[src/rtl/mips_multicycle_ctrl.sv]
// Multicycle MIPS control unit: Moore FSM sequencing fetch/decode/execute/memory/writeback plus ALU decoder.
// Optional jal support is enabled by defining MC_JAL_EN.
module mips_multicycle_ctrl #(
  parameter int ALUCTRL_W = 3,
  parameter int STATE_W   = 4
) (
  input  logic                 clk,
  input  logic                 reset,
  input  logic [5:0]           op,
  input  logic [5:0]           funct,
  input  logic                 zero,
  input  logic                 mem_ready,
  output logic                 IorD,
  output logic                 MemWrite,
  output logic                 IRWrite,
  output logic [1:0]           RegDst,
  output logic [1:0]           Memtoreg,
  output logic                 RegWrite,
  output logic                 ALUSrcA,
  output logic [1:0]           ALUSrcB,
  output logic [ALUCTRL_W-1:0] ALUControl,
  output logic [1:0]           PCSrc,
  output logic                 pc_en,
  output logic                 instr_done,
  output logic                 illegal_op,
  output logic [STATE_W-1:0]   state
);

  typedef enum logic [STATE_W-1:0] {
    FETCH, DECODE, MEMADR, MEMRD, MEMWB, MEMWR,
    RTYPEEX, RTYPEWB, BEQEX, ADDIEX, ADDIWB, JEX
`ifdef MC_JAL_EN
    , JALEX
`endif
  } state_t;

  localparam logic [5:0] OP_RTYPE = 6'b000000;
  localparam logic [5:0] OP_LW    = 6'b100011;
  localparam logic [5:0] OP_SW    = 6'b101011;
  localparam logic [5:0] OP_BEQ   = 6'b000100;
  localparam logic [5:0] OP_ADDI  = 6'b001000;
  localparam logic [5:0] OP_J     = 6'b000010;
`ifdef MC_JAL_EN
  localparam logic [5:0] OP_JAL   = 6'b000011;
`endif

  localparam logic [2:0] ALU_ADD = 3'b010;
  localparam logic [2:0] ALU_SUB = 3'b110;
  localparam logic [2:0] ALU_AND = 3'b000;
  localparam logic [2:0] ALU_OR  = 3'b001;
  localparam logic [2:0] ALU_SLT = 3'b111;

  state_t     state_q, state_d;
  logic       iord, mem_write, ir_write, reg_write, alu_src_a;
  logic       pc_write, branch, done, illegal;
  logic [1:0] reg_dst, memtoreg, alu_src_b, pc_src;
  logic [2:0] alu_ctrl, funct_alu;

  // NOTE: state registers use non-blocking assignment so every flop samples pre-edge values.
  always_ff @(posedge clk or posedge reset) begin
    if (reset) state_q <= FETCH;
    else       state_q <= state_d;
  end

  always_comb begin
    case (funct)
      6'b100010: funct_alu = ALU_SUB;
      6'b100100: funct_alu = ALU_AND;
      6'b100101: funct_alu = ALU_OR;
      6'b101010: funct_alu = ALU_SLT;
      default:   funct_alu = ALU_ADD;
    endcase
  end

  // NOTE: every signal gets a default first, so no path through the case can infer a latch.
  always_comb begin
    state_d   = FETCH;
    iord      = 1'b0;
    mem_write = 1'b0;
    ir_write  = 1'b0;
    reg_dst   = 2'b00;
    memtoreg  = 2'b00;
    reg_write = 1'b0;
    alu_src_a = 1'b0;
    alu_src_b = 2'b00;
    alu_ctrl  = 3'b000;
    pc_src    = 2'b00;
    pc_write  = 1'b0;
    branch    = 1'b0;
    done      = 1'b0;
    illegal   = 1'b0;
    case (state_q)
      FETCH: begin
        alu_src_b = 2'b01;
        alu_ctrl  = ALU_ADD;
        ir_write  = mem_ready;
        pc_write  = mem_ready;
        state_d   = mem_ready ? DECODE : FETCH;
      end
      DECODE: begin
        alu_src_b = 2'b11;
        alu_ctrl  = ALU_ADD;
        case (op)
          OP_LW, OP_SW: state_d = MEMADR;
          OP_RTYPE:     state_d = RTYPEEX;
          OP_BEQ:       state_d = BEQEX;
          OP_ADDI:      state_d = ADDIEX;
          OP_J:         state_d = JEX;
`ifdef MC_JAL_EN
          OP_JAL:       state_d = JALEX;
`endif
          default: begin
            illegal = 1'b1;
            state_d = FETCH;
          end
        endcase
      end
      MEMADR: begin
        alu_src_a = 1'b1;
        alu_src_b = 2'b10;
        alu_ctrl  = ALU_ADD;
        state_d   = (op == OP_SW) ? MEMWR : MEMRD;
      end
      MEMRD: begin
        iord    = 1'b1;
        state_d = mem_ready ? MEMWB : MEMRD;
      end
      MEMWB: begin
        memtoreg  = 2'b01;
        reg_write = 1'b1;
        done      = 1'b1;
      end
      MEMWR: begin
        // Strobe stays up across wait cycles; the access retires on mem_ready.
        iord      = 1'b1;
        mem_write = 1'b1;
        done      = mem_ready;
        state_d   = mem_ready ? FETCH : MEMWR;
      end
      RTYPEEX: begin
        alu_src_a = 1'b1;
        alu_ctrl  = funct_alu;
        state_d   = RTYPEWB;
      end
      RTYPEWB: begin
        reg_dst   = 2'b01;
        reg_write = 1'b1;
        done      = 1'b1;
      end
      BEQEX: begin
        alu_src_a = 1'b1;
        alu_ctrl  = ALU_SUB;
        pc_src    = 2'b01;
        branch    = 1'b1;
        done      = 1'b1;
      end
      ADDIEX: begin
        alu_src_a = 1'b1;
        alu_src_b = 2'b10;
        alu_ctrl  = ALU_ADD;
        state_d   = ADDIWB;
      end
      ADDIWB: begin
        reg_write = 1'b1;
        done      = 1'b1;
      end
      JEX: begin
        pc_src   = 2'b10;
        pc_write = 1'b1;
        done     = 1'b1;
      end
`ifdef MC_JAL_EN
      JALEX: begin
        // Register file captures the current PC (already PC+4) as the link address.
        pc_src    = 2'b10;
        pc_write  = 1'b1;
        reg_dst   = 2'b10;
        memtoreg  = 2'b10;
        reg_write = 1'b1;
        done      = 1'b1;
      end
`endif
      default: state_d = FETCH;
    endcase
  end

  always_comb begin
    ALUControl      = '0;
    ALUControl[2:0] = alu_ctrl;
  end

  // Strobes are held low while reset is asserted; selects already show FETCH values.
  assign IorD       = iord;
  assign MemWrite   = mem_write & ~reset;
  assign IRWrite    = ir_write & ~reset;
  assign RegDst     = reg_dst;
  assign Memtoreg   = memtoreg;
  assign RegWrite   = reg_write & ~reset;
  assign ALUSrcA    = alu_src_a;
  assign ALUSrcB    = alu_src_b;
  assign PCSrc      = pc_src;
  assign pc_en      = (pc_write | (branch & zero)) & ~reset;
  assign instr_done = done & ~reset;
  assign illegal_op = illegal & ~reset;
  assign state      = state_q;

endmodule

[config.mk]
export PLATFORM = sky130hd
export DESIGN_NAME = mips_multicycle_ctrl
export DESIGN_NICKNAME = d
export VERILOG_FILES = /design/src/rtl/mips_multicycle_ctrl.sv
export SDC_FILE = /design/constraint.sdc
export NUM_CORES = 1
export LEC_CHECK = 0
export ABC_CLOCK_PERIOD_IN_PS = 2000
export BUFFER_PORTS_ARGS = -buffer_cell sky130_fd_sc_hd__buf_2
export CORE_MARGIN = 2
export CORE_UTILIZATION = 44
export CTS_BUF_LIST = sky130_fd_sc_hd__clkbuf_4
export DETAILED_ROUTE_END_ITERATION = 8
export GPL_ROUTABILITY_DRIVEN = 0
export PLACE_DENSITY = 0.88
export SLEW_MARGIN = 0
export SYNTH_ARGS = -nofsm -noshare
export SYNTH_HDL_FRONTEND = slang
export SYNTH_SLANG_ARGS = --single-unit
[constraint.sdc]
create_clock -name clk -period 2 [get_ports clk]
set_input_delay 0.4 -clock clk [delete_from_list [all_inputs] [get_ports clk]]
set_output_delay 0.4 -clock clk [all_outputs]
set_load 0.1 [all_outputs]
==> impl_metrics.json, run 1 <==
{
  "outcome": "stopped before the end",
  "stop_stage": "4_1_cts",
  "toolErrorMsg": "[ERROR DPL-0038] Utilization greater than 100%, impossible to legalize",
  "synth_compound_area_frac": 0.275,
  "die_w_um": 42.8,
  "cts_hold_buf": 0,
  "dp_hpwl_mm": 2.35,
  "ys_seq_area_frac": 0.152,
  "synthCells": 91,
  "syn-cell-area_um2": 661,
  "synthMuxAreaShare": 0,
  "synth-edff-count": 0,
  "portBuffers": 36,
  "clockRootBuffer": "clkbuf_4",
  "io_pins": 39,
  "async_flop_share": 1.00,
  "rows": 13,
  "clk_path_buf_depth": 2,
  "post_cts_resized": 10,
  "start_util": 0.489,
  "h-tree-depth": 1,
  "dpl_cell_area_um2": 1300,
  "synth_ff_type": "dfrtp_1",
  "cts.sinks": 4,
  "synth_xor_xnor_area_share": 0.0398,
  "cts_buffers": 3,
  "synth_top_family_by_area": "simple AND/OR/NAND/NOR gates",
  "synth_area_per_cell_um2": 7.26,
  "yosys.area_share.simple": 0.411,
  "cts_setup_buffers": 0,
  "yosys_warnings": 0,
  "synth_seq_cells": 4,
  "synth_fa_ha_area_frac": 0,
  "die_h_um": 42.8,
  "synth.distinct_cells": 39
}
cells by family after synthesis:
| group | Yosys count |
|---|---|
| other cells | 1 |
| buf+inv | 15 |
| simple gates | 45 |
| flops | 4 |
| xor+xnor | 3 |
| compound gates | 23 |
cells in the mapped netlist (2+ instances only):
cell type,count,area share
nor4b_2,2,0.045
buf_4,2,0.023
and3_1,2,0.019
nor3b_1,3,0.034
a21oi_1,3,0.023
dfrtp_1,4,0.15
nand4_1,2,0.019
nand2_1,4,0.023
nor2b_1,4,0.038
a211oi_1,2,0.023
buf_2,5,0.038
o311a_1,3,0.045
nand2b_1,3,0.028
o211ai_1,4,0.045
nor4_1,2,0.019
nor2_1,8,0.045
nor3_1,6,0.045
o21ai_0,2,0.015
inv_1,6,0.034
nand3_1,4,0.030
xor2_1,2,0.027
stage by stage:
stage	hold slack, ps	std cells	worst slack, ps	util	TNS [ps]
floorplan	171	92	-605	-	-3750
detailed placement	435	144	22.0	0.965	0
global placement	422	144	110	0.965	0
==> run 2: changes to the inputs <==
- CORE_AREA: not set -> 2 2 63 65
- CORE_MARGIN: 2 -> not set
- CORE_UTILIZATION: 44 -> not set
- CTS_BUF_LIST: sky130_fd_sc_hd__clkbuf_4 -> not set
- DIE_AREA: not set -> 0 0 65 67
- PLACE_DENSITY: 0.88 -> not set
- PLACE_DENSITY_LB_ADDON: not set -> 0.15
==> run 2 against run 1 <==
Against the previous run: the flow now finishes, with violations (setup timing); synthesized area did not move; synthesized cell count unchanged.
==> impl_metrics.json, run 2 <==
{
  "max-cap-violations": 0,
  "tritoncts": "done",
  "final_cell_mix": "buf_2, buf_12, buf_4",
  "start_kind": "flip-flop",
  "regArea_um2": 115,
  "io_pins": 39,
  "grt_pass1_vias": 861,
  "grt_usage": 0.122,
  "synth_most_common_cell": "nor2_1",
  "final_common_cell": "buf_2",
  "outcome": "complete, but fails checks",
  "cp_max_fo": 2,
  "dp_slack_ps": 79.3,
  "cts_hold_buf": 0,
  "fin_skew_ps": 2.11,
  "dieArea_um2": 4360,
  "drtPass1Iterations": 3,
  "worstPathArrival_ps": 1710,
  "die_h_um": 67,
  "synthTopCellsByCount": "nor2_1, inv_1, nor3_1",
  "synth.distinct_cells": 39,
  "drt_iter0_markers": 18,
  "vdd_drop_max_mv": 0.813,
  "end_kind": "primary output",
  "synth_ff_type": "dfrtp_1",
  "largest_reg_flops": 4,
  "dp_hpwl_mm": 2.13,
  "grt_overflow_total": 0,
  "wire_per_inst_um": 14.0,
  "portBuffers": 36,
  "slew_violations": 0,
  "worstSetupPathType": "flip-flop to primary output",
  "yosysTopAreaCellShare": 0.152,
  "p_leak_nw": 0.558,
  "viasPerCell": 4.70,
  "grt_pass1_wl_mm": 4.13,
  "rsz0062_at_grt": "true",
  "syn-cell-area_um2": 661,
  "yosysTopAreaCell": "dfrtp_1",
  "power_density_nw_per_um2": 1640,
  "synth_area_per_cell_um2": 7.26,
  "cts_buffers": 3,
  "core_area_um2": 3610,
  "hold_viol": 0,
  "worstPathRequired_ps": 1600,
  "synth_seq_cells": 4,
  "clockRootBuffer": "clkbuf_8",
  "synth.top_cells.by_area": "dfrtp_1, nor3_1, o311a_1, nor2_1, nor4b_2",
  "layout_setup_ws_ps": -110,
  "finalNonFillerCells": 185,
  "antenna_found_initial": 0,
  "clk_latency_ps": 210,
  "fin_nets": 155,
  "fin_tns_setup_ps": -130,
  "setup_viol": 2,
  "violations": "setup timing",
  "power_mw": 2.38,
  "async_flop_share": 1.00,
  "die_w_um": 65,
  "drt-total-wl_mm": 2.58,
  "areaGrowthSynthToFinish_pct": 119,
  "fmax_mhz": 474,
  "cts.sinks": 4,
  "rows": 22,
  "synthCells": 91,
  "start_util": 0.183,
  "multi_input_area_um2": 671,
  "synth-edff-count": 0,
  "clk_path_buf_depth": 2,
  "vias": 870,
  "clkTransAtPathRegs_ps": 30,
  "grt_max_degree": 14,
  "drc": 0,
  "h-tree-depth": 1,
  "yosys_warnings": 0,
  "ys_seq_area_frac": 0.152,
  "final_layout_size_suffix_gt1_frac": 0.650,
  "hold_ws_ps": 232,
  "hp-class": "primary input to async pin",
  "dp.cells": 180,
  "ant_nets": 0,
  "fillers": 361,
  "period_share": 1.06,
  "min_period_ps": 2110,
  "antennaDiodeCount": 0
}
## run 2: cell counts after synthesis
Identical to the previous run, type by type.
## run 2: critical path: stages, from the launching register on
cell and delay, ps:
dfrtp_4 460, or3b_1 370, a21o_1 190, a211oi_4 250, buf_12 210
## run 2: power by group
| group | switching (mW) | total, mW | internal, mW |
|---|---|---|---|
| Sequential | 0.0295 | 0.154 | 0.124 |
| Combinational | 1.36 | 2.06 | 0.698 |
| Clock | 0.0401 | 0.168 | 0.128 |
## run 2: cells by family after synthesis
logic type	count (synthesis)	synth area share
xor+xnor	3	0.0398
compound gates	23	0.275
other cells	1	0.00568
simple gates	45	0.411
flops	4	0.152
buf+inv	15	0.117
## run 2: final cells by class
cell class,count,share of cell area
Multi-Input combinational cell,73,0.463
Timing Repair Buffer,51,0.372
Sequential cell,4,0.0794
Tap cell,48,0.0415
Clock buffer,3,0.0285
Inverter,6,0.0155
## run 2: what timing repair did
action,in CTS,in global routing
gates resized for setup,2,6
buffers inserted,0,2
pin swaps,3,4
setup endpoints to repair,9,9
## run 2: worst paths after layout
kind | startpoint | to | slack (ps) | cells after the start
hold reg to reg | state[2] | state[3] | 580 | 1
min in group clk | state[2] | state[3] | 580 | 1
setup / recovery | state[0] | pc_en | -110 | 4
setup reg to reg | state[1] | state[0] | 400 | 4
hold / removal | reset | state[2] | 230 | 2
max in group asynchronous | reset | state[1] | 1560 | 2
## run 2: stage by stage
step            util  area (µm²)
2_1_floorplan      -         865
3_3_place_gp   0.379        1370
3_5_place_dp   0.379        1370
4_1_cts        0.392        1410
5_1_grt        0.402        1450
6_report       0.402        1450
## run 2: routing by layer
metal	vias to the layer above	GRT usage	wire length [µm]
met2	31	0.238	1350
met4	0	0.0319	19
met1	409	0.135	1040
met5	-	0	0
met3	2	0.0186	170
li1	428	-	-
Note: power is estimated with default switching activity, not from simulation.
